## src/rtl/tdc_sum_sched.sv

```systemverilog
// Frame scheduler for the 16-channel TDC summing datapath: gathers one hit per enabled
// channel, issues a datapath start, supervises the returning dval and averages 2^navg sums.
module tdc_sum_sched #(
  parameter int NCH   = 16,
  parameter int LAT   = 6,
  parameter int TMO_W = 12
) (
  input  logic                 clk,
  input  logic                 rst,
  input  logic [NCH-1:0]       ch_vld,
  input  logic [10*NCH-1:0]    ch_int,
  input  logic [7*NCH-1:0]     ch_frac,
  input  logic [NCH-1:0]       cfg_mask,
  input  logic [TMO_W-1:0]     cfg_timeout,
  input  logic [3:0]           cfg_navg,
  output logic                 dp_start,
  output logic [10*NCH-1:0]    dp_int,
  output logic [7*NCH-1:0]     dp_frac,
  input  logic [36:0]          dp_sum,
  input  logic                 dp_dval,
  output logic [36:0]          res_data,
  output logic                 res_vld,
  output logic                 res_partial,
  output logic                 busy,
  output logic                 err_lost,
  output logic                 err_dval
);

  typedef enum logic [2:0] {
    IDLE    = 3'd0,
    COLLECT = 3'd1,
    ISSUE   = 3'd2,
    WAIT    = 3'd3,
    ACC     = 3'd4
  } state_t;

  localparam logic [7:0] WAIT_LIM = 8'(LAT);

  state_t             state;
  state_t             state_nxt;
  logic [NCH-1:0]     got;
  logic [NCH-1:0]     got_nxt;
  logic [NCH-1:0]     take;
  logic [NCH-1:0]     mask_sh;
  logic [TMO_W-1:0]   tmo_sh;
  logic [TMO_W-1:0]   timer;
  logic               partial;
  logic [7:0]         wait_cnt;
  logic [3:0]         navg_sh;
  logic [8:0]         frame_cnt;
  logic [44:0]        acc;
  logic               partial_acc;
  logic [36:0]        sum_q;
  logic [9:0]         cap_int  [NCH];
  logic [6:0]         cap_frac [NCH];

  logic               lost;
  logic               start_frame;
  logic               tmo_hit;
  logic               dval_miss;
  logic               load_dp;
  logic [3:0]         navg_eff;
  logic [5:0]         avg_sh;
  logic [44:0]        acc_new;
  logic [8:0]         cnt_new;
  logic               batch_done;
  logic [10*NCH-1:0]  int_nxt;
  logic [7*NCH-1:0]   frac_nxt;

  // Next-state, capture selection and error detection.
  always_comb begin
    state_nxt   = state;
    got_nxt     = got;
    take        = '0;
    lost        = 1'b0;
    start_frame = 1'b0;
    tmo_hit     = 1'b0;
    dval_miss   = 1'b0;
    load_dp     = 1'b0;
    case (state)
      IDLE: begin
        if (|(ch_vld & cfg_mask)) begin
          start_frame = 1'b1;
          take        = ch_vld & cfg_mask;
          got_nxt     = ch_vld & cfg_mask;
          load_dp     = ((ch_vld & cfg_mask) == cfg_mask);
          state_nxt   = ((ch_vld & cfg_mask) == cfg_mask) ? ISSUE : COLLECT;
        end else begin
          state_nxt = IDLE;
        end
      end
      COLLECT: begin
        take    = ch_vld & mask_sh & ~got;
        got_nxt = got | (ch_vld & mask_sh);
        lost    = |(ch_vld & mask_sh & got);
        if ((got | (ch_vld & mask_sh)) == mask_sh) begin
          state_nxt = ISSUE;
          load_dp   = 1'b1;
        end else if ((tmo_sh != '0) && (timer == tmo_sh)) begin
          state_nxt = ISSUE;
          load_dp   = 1'b1;
          tmo_hit   = 1'b1;
        end else begin
          state_nxt = COLLECT;
        end
      end
      ISSUE: begin
        lost      = |(ch_vld & mask_sh);
        state_nxt = WAIT;
      end
      WAIT: begin
        lost = |(ch_vld & mask_sh);
        if (dp_dval) begin
          state_nxt = ACC;
        end else if (wait_cnt == WAIT_LIM) begin
          dval_miss = 1'b1;
          got_nxt   = '0;
          state_nxt = IDLE;
        end else begin
          state_nxt = WAIT;
        end
      end
      ACC: begin
        lost      = |(ch_vld & mask_sh);
        got_nxt   = '0;
        state_nxt = IDLE;
      end
      default: begin
        got_nxt   = '0;
        state_nxt = IDLE;
      end
    endcase
  end

  // Datapath operands: captured value, this cycle's hit, or zero for absent channels.
  always_comb begin
    int_nxt  = '0;
    frac_nxt = '0;
    for (int i = 0; i < NCH; i++) begin
      if (got_nxt[i]) begin
        if (take[i]) begin
          int_nxt[i*10 +: 10] = ch_int[i*10 +: 10];
          frac_nxt[i*7 +: 7]  = ch_frac[i*7 +: 7];
        end else begin
          int_nxt[i*10 +: 10] = cap_int[i];
          frac_nxt[i*7 +: 7]  = cap_frac[i];
        end
      end else begin
        int_nxt[i*10 +: 10] = 10'd0;
        frac_nxt[i*7 +: 7]  = 7'd0;
      end
    end
  end

  // Averaging arithmetic; navg above 8 saturates so the 45-bit accumulator cannot overflow.
  always_comb begin
    navg_eff   = (navg_sh > 4'd8) ? 4'd8 : navg_sh;
    avg_sh     = {2'b00, navg_eff};
    acc_new    = acc + {8'd0, sum_q};
    cnt_new    = frame_cnt + 9'd1;
    batch_done = (cnt_new == (9'd1 << navg_eff));
  end

  // State register.
  always_ff @(posedge clk or negedge rst) begin
    if (!rst) begin
      state <= IDLE;
    end else begin
      state <= state_nxt;
    end
  end

  // Frame capture, shadows, timers and datapath operands.
  always_ff @(posedge clk or negedge rst) begin
    if (!rst) begin
      got      <= '0;
      mask_sh  <= '0;
      tmo_sh   <= '0;
      timer    <= '0;
      partial  <= 1'b0;
      wait_cnt <= 8'd0;
      navg_sh  <= 4'd0;
      sum_q    <= 37'd0;
      dp_int   <= '0;
      dp_frac  <= '0;
      for (int i = 0; i < NCH; i++) begin
        cap_int[i]  <= 10'd0;
        cap_frac[i] <= 7'd0;
      end
    end else begin
      got <= got_nxt;
      for (int i = 0; i < NCH; i++) begin
        if (take[i]) begin
          cap_int[i]  <= ch_int[i*10 +: 10];
          cap_frac[i] <= ch_frac[i*7 +: 7];
        end
      end
      if (start_frame) begin
        mask_sh <= cfg_mask;
        tmo_sh  <= cfg_timeout;
        partial <= 1'b0;
        timer   <= '0;
        if (frame_cnt == 9'd0) navg_sh <= cfg_navg;
      end else if (state == COLLECT) begin
        timer <= timer + TMO_W'(1);
      end
      if (tmo_hit) partial <= 1'b1;
      if (state == ISSUE) begin
        wait_cnt <= 8'd0;
      end else if (state == WAIT) begin
        wait_cnt <= wait_cnt + 8'd1;
      end
      if ((state == WAIT) && dp_dval) sum_q <= dp_sum;
      if (load_dp) begin
        dp_int  <= int_nxt;
        dp_frac <= frac_nxt;
      end
    end
  end

  // Accumulation, result presentation and registered status/error strobes.
  always_ff @(posedge clk or negedge rst) begin
    if (!rst) begin
      acc         <= 45'd0;
      frame_cnt   <= 9'd0;
      partial_acc <= 1'b0;
      res_data    <= 37'd0;
      res_vld     <= 1'b0;
      res_partial <= 1'b0;
      dp_start    <= 1'b0;
      busy        <= 1'b0;
      err_lost    <= 1'b0;
      err_dval    <= 1'b0;
    end else begin
      dp_start <= (state_nxt == ISSUE);
      busy     <= (state_nxt != IDLE);
      err_lost <= lost;
      err_dval <= dval_miss;
      res_vld  <= 1'b0;
      if (state == ACC) begin
        if (batch_done) begin
          res_data    <= acc_new[avg_sh +: 37];
          res_vld     <= 1'b1;
          res_partial <= partial_acc | partial;
          acc         <= 45'd0;
          frame_cnt   <= 9'd0;
          partial_acc <= 1'b0;
        end else begin
          acc         <= acc_new;
          frame_cnt   <= cnt_new;
          partial_acc <= partial_acc | partial;
        end
      end
    end
  end

endmodule

```

## config.mk

```make
export PLATFORM = sky130hd
export DESIGN_NAME = tdc_sum_sched
export DESIGN_NICKNAME = d
export VERILOG_FILES = /design/src/rtl/tdc_sum_sched.sv
export SDC_FILE = /design/constraint.sdc
export NUM_CORES = 1
export LEC_CHECK = 0
export ABC_AREA = 1
export BUFFER_PORTS_ARGS = -buffer_cell sky130_fd_sc_hd__buf_2
export CORE_MARGIN = 2
export CORE_UTILIZATION = 30
export DETAILED_ROUTE_END_ITERATION = 8
export GPL_TIMING_DRIVEN = 0
export PLACE_DENSITY = 0.6
export RECOVER_POWER = 25
export SYNTH_ARGS = -nofsm -noshare
export SYNTH_HDL_FRONTEND = slang
export SYNTH_SLANG_ARGS = --single-unit
```

## constraint.sdc

```tcl
create_clock -name clk -period 2.58 [get_ports clk]
set_input_delay 0.387 -clock clk [delete_from_list [all_inputs] [get_ports clk]]
set_output_delay 0.387 -clock clk [all_outputs]
set_load 0.03 [all_outputs]
```

* Word-level counts from Yosys, hierarchy flattened
Cells that the tools add are included. Widths: inputs -> output; s select.
Word-level totals: input bits 360, memories kept 0, bits in latches 0, RAM bits 0, word-level logic and storage cells 193, output and inout bits 315, register bits after elaboration 751, bits in read-only memories 0
Cells by class: add/subtract/negate cells 4, multipliers 0, $lt $le $gt $ge 1, equal/unequal tests 10, multiplexer cells 101, reduce and logical (&&, ||, !) cells 15, divide/modulo/power cells 0, bitwise gates (word level) 7, shifts and indexed selects 2
Operators by type and width (number):
- $mux 10 | 32
- $mux 7 | 32
- $and 16x16->16 | 4
- $mux 16 | 4
- $pmux 16 s4 | 1
- $reduce_or 16->1 | 3
- $add 45x37->45 | 1
- $mux 45 | 1
- $shiftx 45x5->37 | 1
- $eq 16x16->1 | 2
- $pmux 16 s2 | 1
- $mux 12 | 2
- $mux 8 | 2
- $not 16->16 | 1
- $or 16x16->16 | 1
- $mux 1 | 15
- $add 12x1->12 const B | 1
- $eq 12x12->1 | 1
- $pmux 3 s4 | 1
- $reduce_bool 12->1 | 1
- $mux 2 | 5
- $add 9x1->9 const B | 1
- $eq 3x2->1 const B | 3
- $eq 9x9->1 | 1
- other kinds (18) | 23

* Logic depth before layout (Yosys ltp)
Gate-level depths: netlist of run 1.
depth after elaboration 6, depth in mapped cells 20, mapped depth without buffers 20

* Worst setup path after synthesis of run 1
OpenSTA, ideal clock, no wires.
kind register -> register, from register acc[0], to register res_data[9], period minus slack after synthesis 2.420 ns, stages on the path, launching flop included 15, setup slack 0.160 ns, data required time 2.463 ns, arrival 2.304 ns, library setup time 0.117 ns, path buffers 0, cells stage by stage dfrtp_1 > ha_1 > fa_1 > nand2_1 > nand2_1 > nand3_1 > nand2_1 > nand2_1 > nand2_1 > xor2_1 > o21ai_0 > o21ai_0 > or2_2 > nand2_1 > nand2_1
Between the ends: cells in the longest elaborated chain, start to end 2
Ends and longest elaborated chain:
- start, declared | line 51 | logic [44:0] acc;
- start signal, assigned | line 249 | acc <= acc_new;
- $add 45x37->45 | line 159 | acc_new = acc + {8'd0, sum_q};
- $shiftx 45x5->37 | line 242 | res_data <= acc_new[avg_sh +: 37];
- end signal, assigned | line 242
- end, declared | line 21 | output logic [36:0] res_data,
No other way between the ends. A chain may end at the register's enable or synchronous reset.

* Worst setup path after layout of run 1
from register sum_q[0], to register res_data[13]
Between the ends: cells in the longest elaborated chain, start to end 2
Ends and longest elaborated chain:
- start, declared | line 53 | logic [36:0] sum_q;
- start signal, assigned | line 213 | if ((state == WAIT) && dp_dval) sum_q <= dp_sum;
- $add 45x37->45 | line 159
- $shiftx 45x5->37 | line 242
No other way between the ends.

==> results_dict.tcl, run 1 <==
set metrics [dict create \
    hold_depth 3 \
    grt_pass1_vias 33300 \
    cp-start-kind "flip-flop" \
    track_usage_pct 22.0 \
    drt_iter0_markers 2425 \
    worstPathRequired_ns 3.11 \
    vias_per_cell 4.84 \
    rsz0062_at_grt "true" \
    numCtsBuffers 85 \
    cts_buffer_depth 3 \
    ant_nets 0 \
    grt.busiest_layer "met2" \
    hold_viol 0 \
    fin_crit_sh_pct 103 \
    grt.overflow.total 0 \
    end_kind "flip-flop" \
    fin_ws_ns -0.0693 \
    cts_root_buf "clkbuf_16" \
    finClkSkew_ns 0.0568 \
    cts_tree "built" \
    power_density_nw_per_um2 1170 \
    synth.net_count 4352 \
    die_w_um 348 \
    wirelength_mm 139 \
    min_to "sum_q[6]$_DFFE_PN0P_" \
    dr.pass1.iters 5 \
    yosysSeqAreaShare_pct 52.9 \
    rrSetupSlack_ns -0.07 \
    leakage_nw 25.1 \
    die_y_um 348 \
    avgSynthCellArea_um2 9.00 \
    yosysTopAreaCell "dfrtp_1" \
    hp-class "input pin to flip-flop" \
    synth_flop_cell "dfrtp_1" \
    crit_slowest_cell "dfrtp_2" \
    maxCapViolCount 0 \
    drive_gt1_share_pct 30.1 \
    met1_usage_pct 26.0 \
    worstHoldStart "dp_sum[6]" \
    grt_max_degree 125 \
    use_met3_pct 4.49 \
    cp_common_cell "nand3_1" \
    reg2reg_depth 13 \
    synth-edff-count 0 \
    critical_path_class "flip-flop to flip-flop" \
    ir_worst_vdd_mv 0.764 \
    finalNonFillerCells 6783 \
    place_area_um2 41000 \
    postLayoutCoreUtil_pct 43.2 \
    area_growth_pct 43.3 \
    synthCells 3949 \
    yosys-top-cells-area "dfrtp_1, nand2_1, mux2_2, nand3_1, inv_1" \
    timing.rr.end "res_data[13]$_DFFE_PN0P_" \
    fill_cells 11400 \
    gp_congestion 0.956 \
    crit_chain "ha_4, fa_2, buf_4, nand3_1, nand3_2, nand2_2, nand2_4, xnor2_2, nand2_1, nand3_1, nand3_1, o211ai_1, nand2_1" \
    crit_family "simple AND/OR/NAND/NOR gates" \
    total_power_w 0.0596 \
    drc_errors 0 \
    synth_top_area_share_pct 52.9 \
    vias 32800 \
    worstReg2RegStart "sum_q[0]$_DFFE_PN0P_" \
    layout_commonest_cell "nand2_1" \
    max_freq_mhz 377 \
    grt_pass1_wl_mm 203 \
    cts_max_level 3 \
    rows 126 \
    final-max-slew-violation-count 0 \
    slowest_delay_ns 0.48 \
    setup_viol 6 \
    path_depth 13 \
    path_buf_inv 1 \
    path_max_fanout 3 \
    ys_warn_count 0 \
    num_io_pins 675 \
    violations "negative setup slack" \
    status "finished, violations left" \
    core_region_area_um2 118000 \
    wl_per_cell_um 20.4 \
    synthArstFlopShare_pct 100 \
    cp.arrival_ns 3.18 \
    cts.clk_slew.worst_paths_ns 0.06 \
    finalNetCount 5568 \
    worst_pin_slew_ns 0.843 \
    dieArea_um2 121000 \
    start_util_pct 30.2 \
    pre_cts_ws_ns -0.948 \
    antenna_found_initial 37 \
    clock_latency_ns 0.71 \
    dp_hpwl_mm 103 \
    dp_cells 6166 \
    synth_area_um2 35500 \
    max_slew_margin_pct 43.8 \
    numPortBuffers 674 \
    min_period_ns 2.65 \
    ys_types 59 \
    use_met2_pct 38.7 \
    clock-sinks 751 \
    final_area_um2 50900 \
    ys_ff_latch 751 \
    layout_common_cells "nand2_1, dfrtp_1, buf_2" \
]
-- registers in the layout (all words and copies together), names as in the netlist, 3 cells and up --
signal     flops
dp_int       160
res_data      37
state          3
dp_frac      112
sum_q         37
cap_frac     112
navg_sh        4
mask_sh       16
got           16
timer         12
acc           45
cap_int      160
wait_cnt       8
frame_cnt      9
tmo_sh        12
-- kinds of logic (layout without fill, tap and decap cells) --
kind of cell / Yosys count / in the layout / share of synthesized area [%]
simple gates: 2087 / 2087 / 24.6
flops: 751 / 751 / 52.9
buf+inv: 473 / 1754 / 5.91
compound gates: 282 / 282 / 5.40
mux: 274 / 274 / 8.75
fa+ha+maj: 43 / 43 / 1.53
xor+xnor: 39 / 39 / 0.961
other cells: 0 / 17 / 0
-- layer usage --
layer | wire length [um] | share of wire, %
met5 | 175 | 0.13
met4 | 6120 | 4.4
met3 | 7600 | 5.5
met2 | 69800 | 50
met1 | 54900 | 40
-- synthesized netlist by cell type (17+ instances only) --
library cell,number
a21oi_1,77
dfrtp_1,751
o22ai_1,33
nand4_1,41
nor2_1,145
buf_2,46
buf_4,21
o21ai_0,109
mux2i_1,19
mux2_2,236
nand2_1,1347
xor2_1,26
inv_1,301
ha_1,42
nand3_1,485
nor4_1,17
buf_6,21
clkbuf_1,56
-- repair_timing --
| item | CTS | global route |
|---|---|---|
| setup buffers | 36 | 69 |
| hold buffers | 342 | 0 |
| endpoints found under the hold margin | 409 | 0 |
| endpoints found under the setup margin | 475 | 371 |
| pin swaps | 33 | 124 |
| resized for setup | 247 | 429 |
| gates cloned | 0 | 4 |
-- stage by stage --
step	hold WS, ns	TNS, ns
finish	0.0778	-0.184
global route	0.0482	-5.24
CTS	0.00967	-0.00537
detailed placement	0.403	-263.20
global placement	0.458	-
floorplan	0.0914	0
-- final cells by class --
class / count / area [um^2] / area share (%)
flip-flops and latches: 751 / 18800 / 37.0
multi-input cells: 2725 / 17000 / 33.4
repair buffers: 1132 / 7780 / 15.3
clock buffers: 115 / 2410 / 4.73
well taps: 1536 / 1920 / 3.77
inverters: 311 / 1180 / 2.32
plain buffers: 159 / 1170 / 2.30
clock inverters: 37 / 572 / 1.12
diodes: 17 / 42.5 / 0.0836
-- report_power, final --
part | internal (W) | total [W] | switching [W]
combinational | 0.00950 | 0.0269 | 0.0174
sequential | 0.0169 | 0.0198 | 0.00292
clock | 0.00745 | 0.0129 | 0.00543
total | 0.0338 | 0.0596 | 0.0258
-- worst reg2reg max path: stages, from the launching register on --
cell      delay, ns
dfrtp_2        0.48
ha_4           0.20
fa_2           0.36
buf_4          0.15
nand3_1        0.11
nand3_2        0.13
nand2_2        0.10
nand2_4        0.08
xnor2_2        0.33
nand2_1        0.12
nand3_1        0.17
nand3_1        0.09
o211ai_1       0.15
nand2_1        0.08
-- worst max-delay path by stage --
stage	start	to	slack, ns
2_1_floorplan	acc[0]$_DFFE_PN0P_	res_data[9]$_DFFE_PN0P_	0.16
3_3_place_gp	rst	dp_int[54]$_DFFE_PN0P_	-15.61
3_5_place_dp	ch_vld[11]	dp_frac[107]$_DFFE_PN0P_	-0.95
4_1_cts	sum_q[0]$_DFFE_PN0P_	res_data[8]$_DFFE_PN0P_	-0.005
5_1_grt	sum_q[0]$_DFFE_PN0P_	res_data[10]$_DFFE_PN0P_	-0.12
6_report	sum_q[0]$_DFFE_PN0P_	res_data[13]$_DFFE_PN0P_	-0.07
Note: power is estimated with default switching activity, not from simulation.
==> run 2, diff against run 1 <==
Settings changed: CORE_ASPECT_RATIO from default to 0.8.
==> run 2 against run 1 <==
- the flow finishes with violations (max-capacitance violations, max-slew violations, negative setup slack)
- sequential share of layout area fell by 0.46 points
- core utilization rose by 0.81 points
- sequential power barely moved
- wire length rose by 5.9%
- combinational power rose by 4%
- flip-flop and latch count did not move
- largest cell class unchanged
==> results_dict.tcl, run 2 (same netlist as run 1, synthesis figures left out) <==
set metrics [dict create \
    use_met2_pct 37.0 \
    dp_hpwl_mm 107 \
    hp-class "input pin to flip-flop" \
    max_freq_mhz 368 \
    grt.overflow.total 0 \
    clock_latency_ns 0.73 \
    rsz0062_at_grt "true" \
    wl_per_cell_um 21.6 \
    drive_gt1_share_pct 34.4 \
    ir_worst_vdd_mv 0.921 \
    drc_errors 0 \
    cts_buffer_depth 3 \
    numPortBuffers 674 \
    status "finished, violations left" \
    vias 33300 \
    grt_pass1_vias 33200 \
    finalNetCount 5591 \
    fin_ws_ns -0.140 \
    use_met3_pct 6.63 \
    path_max_fanout 3 \
    cp.arrival_ns 3.33 \
    rows 112 \
    cts_max_level 3 \
    die_y_um 312 \
    end_kind "flip-flop" \
    num_io_pins 675 \
    crit_slowest_cell "dfrtp_1" \
    antenna_found_initial 31 \
    power_density_nw_per_um2 1170 \
    hold_viol 0 \
    crit_chain "ha_4, fa_2, nand2_2, nand2_4, and2_4, xnor2_4, o21ai_0, o221ai_1, o211ai_1, nand2_1, nand2_1" \
    cp_common_cell "nand2_1" \
    worst_pin_slew_ns 2.14 \
    grt_pass1_wl_mm 212 \
    track_usage_pct 23.2 \
    max_slew_margin_pct -42.7 \
    clock-sinks 751 \
    cts_root_buf "clkbuf_16" \
    dp_cells 6170 \
    cts_tree "built" \
    place_area_um2 41100 \
    layout_common_cells "nand2_1, dfrtp_1, buf_2" \
    gp_congestion 0.944 \
    final-max-slew-violation-count 275 \
    cp-start-kind "flip-flop" \
    finClkSkew_ns 0.0738 \
    drt_iter0_markers 2755 \
    setup_viol 16 \
    min_period_ns 2.72 \
    cts.clk_slew.worst_paths_ns 0.06 \
    wirelength_mm 147 \
    fin_crit_sh_pct 105 \
    worstPathRequired_ns 3.19 \
    layout_commonest_cell "nand2_1" \
    largest_registers "cap_int: 160 flops, dp_int: 160 flops" \
    dr.pass1.iters 7 \
    slowest_delay_ns 0.43 \
    crit_family "compound AO/OA/AOI/OAI gates" \
    grt.busiest_layer "met2" \
    leakage_nw 26.0 \
    die_w_um 389 \
    path_buf_inv 0 \
    ant_nets 0 \
    vias_per_cell 4.90 \
    grt_max_degree 121 \
    core_region_area_um2 117000 \
    maxCapViolCount 5 \
    area_growth_pct 45.0 \
    postLayoutCoreUtil_pct 44.0 \
    final_area_um2 51500 \
    start_util_pct 30.4 \
    numCtsBuffers 82 \
    dieArea_um2 121000 \
    finalNonFillerCells 6801 \
    met1_usage_pct 30.2 \
    violations "max-capacitance violations, max-slew violations, negative setup slack" \
    critical_path_class "flip-flop to flip-flop" \
]
-- run 2: changes by cell type in the layout (fill, tap and decap cells not counted), moves of 11 or more --
| cell | previous run | this run |
|---|---|---|
| buf_2 | 532 | 691 |
| buf_6 | 34 | 46 |
| clkbuf_1 | 223 | 50 |
| clkbuf_2 | 6 | 17 |
| nand2_1 | 1240 | 1177 |
| nand2_2 | 79 | 125 |
| nand2_4 | 28 | 47 |
| nand3_1 | 384 | 404 |
| nand3_2 | 85 | 70 |
-- run 2: final cells by class --
cell class              instances  area [um^2]
diodes                         14         35.0
plain buffers                 161         1440
clock buffers                 112         2310
clock inverters                32          547
fillers                     11300        65500
inverters                     311         1180
multi-input cells            2725        17000
flip-flops and latches        751        18800
well taps                    1539         1930
repair buffers               1156         8240
-- run 2: what timing repair did --
item                       4_1_cts  5_1_grt
pin swaps                       74      134
hold buffers                   343        7
resized for setup              355      435
gates cloned                     4        8
hold endpoints to repair       621       73
buffers inserted                56       56
setup endpoints to repair      497      371
-- run 2: metrics by stage --
stage | hold WS, ns | total power, W | setup TNS, ns | worst slack (ns)
6_report | 0.0890 | 0.0603 | -0.592 | -0.140
5_1_grt | 0.0546 | 0.0634 | -17.61 | -0.182
4_1_cts | -0.0764 | 0.0582 | -0.550 | -0.0295
3_5_place_dp | 0.267 | 0.0431 | -268.00 | -1.10
3_3_place_gp | 0.458 | 0.0428 | - | -15.96
2_1_floorplan | 0.0914 | 0.0346 | 0 | 0.160
-- run 2: worst register-to-register path, delay by kind of cell (launching register included) --
kind | cells | cell delay (ns)
compound gates | 3 | 0.87
fa+ha+maj | 2 | 0.60
xor+xnor | 1 | 0.15
flops | 1 | 0.43
simple gates | 5 | 0.59
-- run 2: layer usage --
layer	up-vias	share of wire [%]
li1	15400	-
met1	16400	42
met2	1155	47
met3	271	7.7
met4	30	3.3
met5	-	0.13
-- run 2: worst paths after layout --
check | start | end | slack [ns] | cells past startpoint
setup / recovery | sum_q[0]$_DFFE_PN0P_ | res_data[2]$_DFFE_PN0P_ | -0.14 | 11
hold / removal | cfg_navg[0] | navg_sh[0]$_DFFE_PN0P_ | 0.09 | 3
setup reg to reg | sum_q[0]$_DFFE_PN0P_ | res_data[2]$_DFFE_PN0P_ | -0.14 | 11
hold reg to reg | dp_frac[87]$_DFFE_PN0P_ | dp_frac[87]$_DFFE_PN0P_ | 0.47 | 2
max in group asynchronous | rst | cap_int[143]$_DFF_PN0_ | 0.25 | 7
min in group asynchronous | rst | res_data[22]$_DFFE_PN0P_ | 0.51 | 5
-- run 2: report_power, final --
| part | switching [W] | internal (W) |
|---|---|---|
| registers | 0.00291 | 0.0169 |
| clock network | 0.00541 | 0.00719 |
| logic | 0.0178 | 0.0101 |
